### src/rtl/ez8_loader_pkg.sv
// Shared definitions for the EZ8 program loader: FSM state encoding and
// the stream field widths used by the loader and its bench.
package ez8_loader_pkg;

   localparam int BYTE_W    = 8;
   localparam int HDR_W     = 16;
   localparam int LEN_W     = 12;
   localparam int CSUM_W    = 8;
   localparam int MAX_WORDS = 4096;
   localparam int ADDR_W    = $clog2(MAX_WORDS);
   localparam int DATA_W    = 2 * BYTE_W;
   localparam int WC_W      = $clog2(MAX_WORDS) + 1;
   // Header byte 0 only contributes its low nibble to the length field.
   localparam int LEN_HI_W  = LEN_W - BYTE_W;

   typedef enum logic [3:0] {
      ST_IDLE,
      ST_LEN_HI,
      ST_LEN_LO,
      ST_DATA_HI,
      ST_DATA_LO,
      ST_CSUM,
      ST_RST_CPU,
      ST_RUN,
      ST_HALT,
      ST_ERR
   } state_e;

   function automatic logic is_loading(state_e s);
      return (s == ST_LEN_HI) || (s == ST_LEN_LO) || (s == ST_DATA_HI) ||
             (s == ST_DATA_LO) || (s == ST_CSUM);
   endfunction

endpackage

### src/rtl/ez8_loader_watchdog.sv
// Idle-cycle watchdog for the loader: counts enabled cycles since the last
// clear and flags expiry on the TIMEOUT-th such cycle.
module ez8_loader_watchdog #(
   parameter int unsigned TIMEOUT = 65535
) (
   input  logic clk,
   input  logic reset,
   input  logic clear,
   input  logic enable,
   output logic expired
);

   localparam int CW = (TIMEOUT > 1) ? $clog2(TIMEOUT) : 1;

   logic [CW-1:0] cnt_q;
   logic [CW-1:0] cnt_d;

   assign expired = enable && (cnt_q == CW'(TIMEOUT - 1));

   // The count holds at its terminal value so it never wraps while the
   // loader is still reacting to expiry.
   always_comb begin
      cnt_d = cnt_q;
      if (clear) begin
         cnt_d = '0;
      end else if (enable && !expired) begin
         cnt_d = cnt_q + CW'(1);
      end
   end

   always_ff @(posedge clk or negedge reset) begin
      if (!reset) begin
         cnt_q <= '0;
      end else begin
         cnt_q <= cnt_d;
      end
   end

endmodule

### src/rtl/ez8_loader.sv
// EZ8 program loader: receives a length-prefixed, checksummed word stream,
// writes it into instruction memory, then releases and supervises the core.
module ez8_loader
   import ez8_loader_pkg::*;
#(
   parameter int unsigned TIMEOUT = 65535
) (
   input  logic              clk,
   input  logic              reset,
   input  logic              start,
   input  logic [BYTE_W-1:0] rx_data,
   input  logic              rx_valid,
   output logic              rx_ready,
   input  logic              pause_req,
   input  logic              cpu_stopped,
   input  logic              cpu_error,
   output logic              cpu_reset,
   output logic              cpu_pause,
   output logic [ADDR_W-1:0] instr_writeaddr,
   output logic [DATA_W-1:0] instr_writedata,
   output logic              instr_write_en,
   output logic              busy,
   output logic              done,
   output logic              load_error,
   output logic [WC_W-1:0]   word_count
);

   state_e                state_q;
   logic                  cpu_reset_q;
   logic                  wr_en_q;
   logic [ADDR_W-1:0]     wr_addr_q;
   logic [DATA_W-1:0]     wr_data_q;
   logic                  done_q;
   logic                  err_q;
   logic [WC_W-1:0]       wc_q;
   logic [LEN_HI_W-1:0]   len_hi_q;
   logic [ADDR_W-1:0]     last_idx_q;
   logic [BYTE_W-1:0]     data_hi_q;
   logic [CSUM_W-1:0]     csum_q;
   logic                  rst_cnt_q;

   logic loading;
   logic accept;
   logic wd_expired;

   assign loading = is_loading(state_q);
   assign accept  = loading && rx_valid;

   ez8_loader_watchdog #(.TIMEOUT(TIMEOUT)) u_watchdog (
      .clk     (clk),
      .reset   (reset),
      .clear   (accept || !loading),
      .enable  (loading),
      .expired (wd_expired)
   );

   always_ff @(posedge clk or negedge reset) begin
      if (!reset) begin
         state_q     <= ST_IDLE;
         cpu_reset_q <= 1'b1;
         wr_en_q     <= 1'b0;
         wr_addr_q   <= '0;
         wr_data_q   <= '0;
         done_q      <= 1'b0;
         err_q       <= 1'b0;
         wc_q        <= '0;
         len_hi_q    <= '0;
         last_idx_q  <= '0;
         data_hi_q   <= '0;
         csum_q      <= '0;
         rst_cnt_q   <= 1'b0;
      end else begin
         wr_en_q <= 1'b0;
         case (state_q)
            ST_IDLE, ST_RUN, ST_HALT, ST_ERR: begin
               if (start) begin
                  state_q     <= ST_LEN_HI;
                  cpu_reset_q <= 1'b1;
                  wc_q        <= '0;
                  csum_q      <= '0;
                  done_q      <= 1'b0;
                  err_q       <= 1'b0;
               end else if (state_q == ST_RUN) begin
                  // A core fault outranks a simultaneous stop report.
                  if (cpu_error) begin
                     state_q     <= ST_ERR;
                     cpu_reset_q <= 1'b1;
                     err_q       <= 1'b1;
                  end else if (cpu_stopped) begin
                     state_q <= ST_HALT;
                     done_q  <= 1'b1;
                  end
               end
            end
            ST_LEN_HI, ST_LEN_LO, ST_DATA_HI, ST_DATA_LO, ST_CSUM: begin
               if (accept) begin
                  case (state_q)
                     ST_LEN_HI: begin
                        len_hi_q <= rx_data[LEN_HI_W-1:0];
                        state_q  <= ST_LEN_LO;
                     end
                     ST_LEN_LO: begin
                        last_idx_q <= {len_hi_q, rx_data};
                        state_q    <= ST_DATA_HI;
                     end
                     ST_DATA_HI: begin
                        data_hi_q <= rx_data;
                        csum_q    <= csum_q ^ rx_data;
                        state_q   <= ST_DATA_LO;
                     end
                     ST_DATA_LO: begin
                        csum_q    <= csum_q ^ rx_data;
                        wr_en_q   <= 1'b1;
                        wr_addr_q <= wc_q[ADDR_W-1:0];
                        wr_data_q <= {data_hi_q, rx_data};
                        wc_q      <= wc_q + WC_W'(1);
                        state_q   <= (wc_q[ADDR_W-1:0] == last_idx_q) ? ST_CSUM : ST_DATA_HI;
                     end
                     default: begin
                        if (rx_data == csum_q) begin
                           state_q   <= ST_RST_CPU;
                           rst_cnt_q <= 1'b0;
                        end else begin
                           state_q <= ST_ERR;
                           err_q   <= 1'b1;
                        end
                     end
                  endcase
               end else if (wd_expired) begin
                  state_q <= ST_ERR;
                  err_q   <= 1'b1;
               end
            end
            ST_RST_CPU: begin
               if (rst_cnt_q) begin
                  state_q     <= ST_RUN;
                  cpu_reset_q <= 1'b0;
               end else begin
                  rst_cnt_q <= 1'b1;
               end
            end
            default: begin
               state_q     <= ST_IDLE;
               cpu_reset_q <= 1'b1;
            end
         endcase
      end
   end

   // Pause follows the debugger directly while running; otherwise the core is held.
   assign cpu_pause       = (state_q == ST_RUN) ? pause_req : 1'b1;
   assign cpu_reset       = cpu_reset_q;
   assign rx_ready        = loading;
   assign busy            = loading || (state_q == ST_RST_CPU);
   assign instr_write_en  = wr_en_q;
   assign instr_writeaddr = wr_addr_q;
   assign instr_writedata = wr_data_q;
   assign done            = done_q;
   assign load_error      = err_q;
   assign word_count      = wc_q;

endmodule

### config.mk
export PLATFORM = sky130hd
export DESIGN_NAME = ez8_loader
export DESIGN_NICKNAME = d
export VERILOG_FILES = /design/src/rtl/ez8_loader_pkg.sv /design/src/rtl/ez8_loader_watchdog.sv /design/src/rtl/ez8_loader.sv
export SDC_FILE = /design/constraint.sdc
export NUM_CORES = 1
export LEC_CHECK = 0
export CORE_ASPECT_RATIO = 1.2
export CORE_MARGIN = 4
export CORE_UTILIZATION = 50
export CTS_CLUSTER_SIZE = 12
export DETAILED_ROUTE_END_ITERATION = 6
export PLACE_DENSITY = 0.74
export SYNTH_ARGS = -nofsm -noshare
export SYNTH_HDL_FRONTEND = slang
export SYNTH_SLANG_ARGS = --single-unit
### constraint.sdc
create_clock -name clk -period 2 [get_ports clk]
set_input_delay 0.6 -clock clk [delete_from_list [all_inputs] [get_ports clk]]
set_output_delay 0.6 -clock clk [all_outputs]
set_load 0.03 [all_outputs]
; Word level (Yosys, flattened, before mapping)
; Index checks and enable logic that the tools add are counted.
[word_totals]
regBits = 98
input_bits = 15
elab_cells = 120
[classes]
add_sub_neg = 2
eq_ne = 26
n_mux = 44
bitwise_logic = 2
reduce_logical = 32
[op_table]
columns = op, n
row1 = two-way mux 13 bit, 3
row2 = two-way mux 16 bit, 2
row3 = two-way mux 4 bit, 8
row4 = case mux 13 bit (2 select lines), 1
row5 = two-way mux 8 bit, 3
row6 = AND reduction 4 bit, 6
row7 = two-way mux 1 bit, 20
row8 = adder 16 x 1 -> 16 bit (second input constant), 1
row9 = equality test 16 bit (second input constant), 1
row10 = equality test 4 x 3 -> 1 bit (second input constant), 4
row11 = inequality test 2 bit (second input constant), 8
row12 = case mux 4 bit (4 select lines), 1
row13 = case mux 8 bit (2 select lines), 1
row14 = adder 13 x 1 -> 13 bit (second input constant), 1
row15 = equality test 12 bit, 1
row16 = inequality test 3 bit (second input constant), 4
row17 = case mux 4 bit (3 select lines), 1
row18 = AND reduction 3 bit, 4
row19 = nonzero test 2 bit, 5
row20 = equality test 4 x 2 -> 1 bit (second input constant), 2
row21 = equality test 4 bit (second input constant), 2
row22 = equality test 8 bit, 1
row23 = OR reduction 4 bit, 2
row24 = bitwise XOR 8 bit, 1
row25 = 14 further kinds, 23

; Longest topological paths before layout
[depth]
ltp_word = 10
ltp_mapped = 8

; Hierarchy
; A second synthesis with hierarchy kept.
[unflattened]
cells_unflattened = 523
area_unflattened_um2 = 5004.8
[by_module_without_submodules]
columns = mod, n_inst, cells_each, area_per_inst_um2
row1 = ez8_loader, 1, 426, 4071.4
row2 = ez8_loader_watchdog, 1, 97, 933.4

; Worst setup path after synthesis
; Ideal clock, no wire load.
[synth_timing]
path_type = input to register
startpoint = input port rx_valid
endpoint = register state_q[3]
setup_time_ns = 0.127
arrival_time_ns = 1.864
required_time_ns = 1.873
setup_slack_ns = 0.009
stages = 5
path_buffers = 1
path_cell_list = or4b_1 buf_4 a31oi_4 a211o_4 mux2_1
[synth_via]
elab_chain_cells = 3
word_cells_on_any_way = 5
[synth_lines]
columns = element, line
row1 = start: declaration, ez8_loader.sv:12  ; input logic rx_valid,
row2 = logical AND 1 bit *, ez8_loader.sv:47  ; assign accept = loading && rx_valid;
row3 = inequality test 3 x 2 -> 1 bit (no source line) or two-way mux 4 bit (tied branches), -
row4 = AND reduction 4 bit (no source line) or case mux 4 bit (3 select lines) (tied branches), -
row5 = end signal: assignment, ez8_loader.sv:117  ; state_q <= (wc_q[ADDR_W-1:0] == last_idx_q) ? ST_CSUM : ST_DATA_HI;
row6 = end: declaration, ez8_loader.sv:28  ; state_e state_q;
; Every way passes the cells marked *; elsewhere a longest branch is shown, timed or not.
; A chain may end at the register's enable or synchronous reset.

; Final worst setup path
[layout_timing]
startpoint = register state_q[2]
endpoint = output port busy
[layout_via]
elab_chain_cells = 6
word_cells_on_any_way = 11
[layout_lines]
columns = element, line
row1 = equality test 4 x 1 -> 1 bit or equality test 4 x 2 -> 1 bit (tied branches), ez8_loader_pkg.sv:30  ; return (s == ST_LEN_HI) || (s == ST_LEN_LO) || (s == ST_DATA_HI) ||
row2 = logical OR 1 bit (3 in a row), ez8_loader_pkg.sv:30
row3 = logical OR 1 bit, ez8_loader_pkg.sv:31  ; (s == ST_DATA_LO) || (s == ST_CSUM);
row4 = logical OR 1 bit *, ez8_loader.sv:154  ; assign busy = loading || (state_q == ST_RST_CPU);
row5 = end: declaration, ez8_loader.sv:22  ; output logic busy,
; Marked as above.

==> results.toml <==
[power_and_ir_drop]
swShare_pct = 38.3
clkPwrFrac_pct = 15.2
irDropWorstVdd_mv = 0.480
p_leak_nw = 3.30
seqPwrFrac_pct = 37.9
power.density_nw_per_um2 = 1210
power_frac_comb_pct = 46.9
p_int_mw = 4.74
p_sw_mw = 2.95

[clock_tree]
clock_sinks = 98
clock_latency_ps = 380
cts_root_buffer = "clkbuf_8"
numCtsBuffers = 9
htreeDepth = 3
clockBufferDepth = 2
clkSlewWorstSetupHoldPaths_ps = 90
cts_tree = "built"

[grt]
grt_max_degree = 65
grtUsageTotal_pct = 22.3
grt_pass1_wl_um = 18900
antenna_found_initial = 0
grt_overflow = 0
grt_pass1_vias = 3948

[routing]
wl_per_cell_um = 15.8
viasPerCell = 5.31
antenna_left = 0
drc_errors = 0
drt_iter0_drc = 290
drt_first_pass_iters = 4
drt_wl_total_um = 11700
vias = 3940

[hold_path]
min_to = "instr_writedata[15]$_DFFE_PN0P_"
min-delay-start = "data_hi_q[7]$_DFFE_PN0P_"
holdPathStages = 2
hold_class = "register to register"

[timing]
rsz0062_at_grt = "yes"
setup_viol = 13
whs_ps = 466
fmax_ghz = 0.460
finalClockSkew_ps = 13.6
period_minus_slack_ps = 2170
worst_slack_ps = -174
max-slew-margin-rel_pct = 64.1
final.period_utilization_pct = 109
hold_violations = 0
worst_slew_pin_slew_ps = 531
tns_ps = -819
maxSlewViolCount = 0

[finish]
final_net_count = 636
fin_util_pct = 70.5
final_cell_mix = "115 x nand2_1, 94 x dfrtp_1, 74 x buf_4"
mostFrequentLayoutCell = "nand2_1"
nFillCells = 693
finalInstanceArea_um2 = 6370
area_delta_synth_final_pct = 37.5
final_cells = 742
antenna_cells = 0
layout-drive-gt1-share_pct = 27.3

[critical_path]
crit_path_top_delay_cell = "dfrtp_2"
reg2regPathDepth = 7
worstPathCellList = "buf_12 -> nand2b_4 -> or3_4 -> nand2_4 -> buf_12"
cp.required_ps = 1400
rr_endpoint = "word_count[8]$_DFFE_PN0P_"
critPathCaptureType = "output port"
critPathKind = "register to output port"
cp_num_buf_inv = 2
path_common_cell = "buf_12"
setup.worst_path.start_class = "register"
cp_max_fo = 3
rrSetupSlack_ps = -90
cp.arrival_ps = 1570
cpPeakStageDelay_ps = 450
reg2reg_from = "state_q[0]$_DFFE_PN0P_"
critPathTopFamily = "simple AND/OR/NAND/NOR gates"

[floorplan]
core_um2 = 9030
rows = 38
fp.dieH_um = 113
dieArea_um2 = 10900
initial_core_util_pct = 51.3
ios = 63
die_w_um = 95.9

[synthesis]
async_flop_share_pct = 100
synthDistinctLibCells = 48
seq_area_frac_synth_pct = 53.0
netlist_area_um2 = 4630
yosys.area.top_type = "dfrtp_1"
synth_top_area_share_pct = 52.4
synth_edf_count = 0
synth_nets = 492
synth_warnings = 0
avgSynthCellArea_um2 = 9.77
ys_ff_latch = 98
ys.flop_type = "dfrtp_1"
synth_cells = 474
ys_top_cells_by_area = "dfrtp_1 52%, nand2_1 9.5%, mux2_2 6.1%"

[flow_run]
cap_violations = 0

[placement]
dpl_cell_area_um2 = 5840
place.gp.congestion = 0.898
port_buffers = 62
place_inst = 704
dp_hpwl_um = 8100

[status]
violations = "setup timing"
run_status = "finished with violations"
synth_stat cells, drive strengths merged (7+ instances only):
| cell | count |
|---|---|
| nand2 | 117 |
| dfrtp | 97 |
| nor2 | 47 |
| xor2 | 28 |
| mux2 | 26 |
| o21ai | 24 |
| nand4 | 11 |
| xnor2 | 11 |
| clkbuf | 10 |
| nand3 | 10 |
| a21oi | 9 |
| a21o | 8 |
| buf | 7 |
| inv | 7 |
per-layer routing:
metal / vias to the layer above / wire length (um) / global-route usage (%)
met1: 1929 / 4800 / 27.1
met4: 0 / 235 / 7.31
li1: 1892 / - / -
met2: 96 / 6220 / 39.6
met3: 23 / 495 / 3.96
met5: - / 0 / 0
repair_timing:
item                                   CTS  global route
setup endpoints to repair               60            32
pin swaps                                8            22
setup buffers                           12            11
endpoints found under the hold margin    1             0
hold buffers                             1             0
gates resized for setup                 69            46
power groups by stage:
| stage | Sequential, mW | Clock, mW | Combinational (mW) |
|---|---|---|---|
| global route | 2.99 | 1.28 | 3.87 |
| floorplan | 3.21 | 0 | 1.48 |
| finish | 2.91 | 1.17 | 3.60 |
| global placement | 2.95 | 0 | 2.97 |
| CTS | 2.90 | 1.19 | 3.24 |
| detailed placement | 2.97 | 0 | 3.03 |
cell families after synthesis:
family                     Yosys count  synth area share (%)
AOI/OAI and AO/OA                   60                  8.48
xor gates and xnor gates            39                  7.37
adders and majority gates            3                 0.810
buffers and inverters               24                  2.30
DFF                                 98                  53.0
muxes                               26                  6.32
and+or+nand+nor                    224                  21.7
layout make-up:
| class | count | area (um^2) | share of cell area [%] |
|---|---|---|---|
| clock buffer | 10 | 128 | 2.00 |
| clock inverter | 5 | 41.3 | 0.648 |
| inverter | 7 | 26.3 | 0.413 |
| multi-input combinational | 352 | 2240 | 35.1 |
| sequential | 98 | 2460 | 38.6 |
| tap | 120 | 150 | 2.36 |
| timing repair buffer | 150 | 1330 | 20.9 |
through the flow:
stage	total power, mW	setup slack, ps
floorplan	4.69	9.06
global placement	5.92	-597
detailed placement	6.00	-608
CTS	7.33	-173
global route	8.14	-222
finish	7.69	-174
how the worst max path moves through the flow:
stage / from / cells past startpoint / endpoint
after floorplan: rx_valid / 5 / state_q[3]$_DFFE_PN0P_
final: state_q[2]$_DFFE_PN0P_ / 5 / busy
after global routing: state_q[2]$_DFFE_PN0P_ / 5 / busy
after CTS: state_q[2]$_DFFE_PN0P_ / 5 / busy
after global placement: rx_data[1] / 7 / state_q[3]$_DFFE_PN0P_
after detailed placement: rx_data[1] / 8 / load_error$_DFFE_PN0P_
registers in the layout (all words and copies together) (netlist names), 4 cells and up:
register          count
u_watchdog.cnt_q     16
instr_writedata      16
data_hi_q             8
word_count           13
csum_q                8
len_hi_q              4
state_q               4
instr_writeaddr      12
last_idx_q           12
worst min-delay path, stage by stage, from the launching register on:
cell and delay [ps]:
dfrtp_1 350, nand2_1 50, nand2_1 50
(Power assumes the default switching activity.)
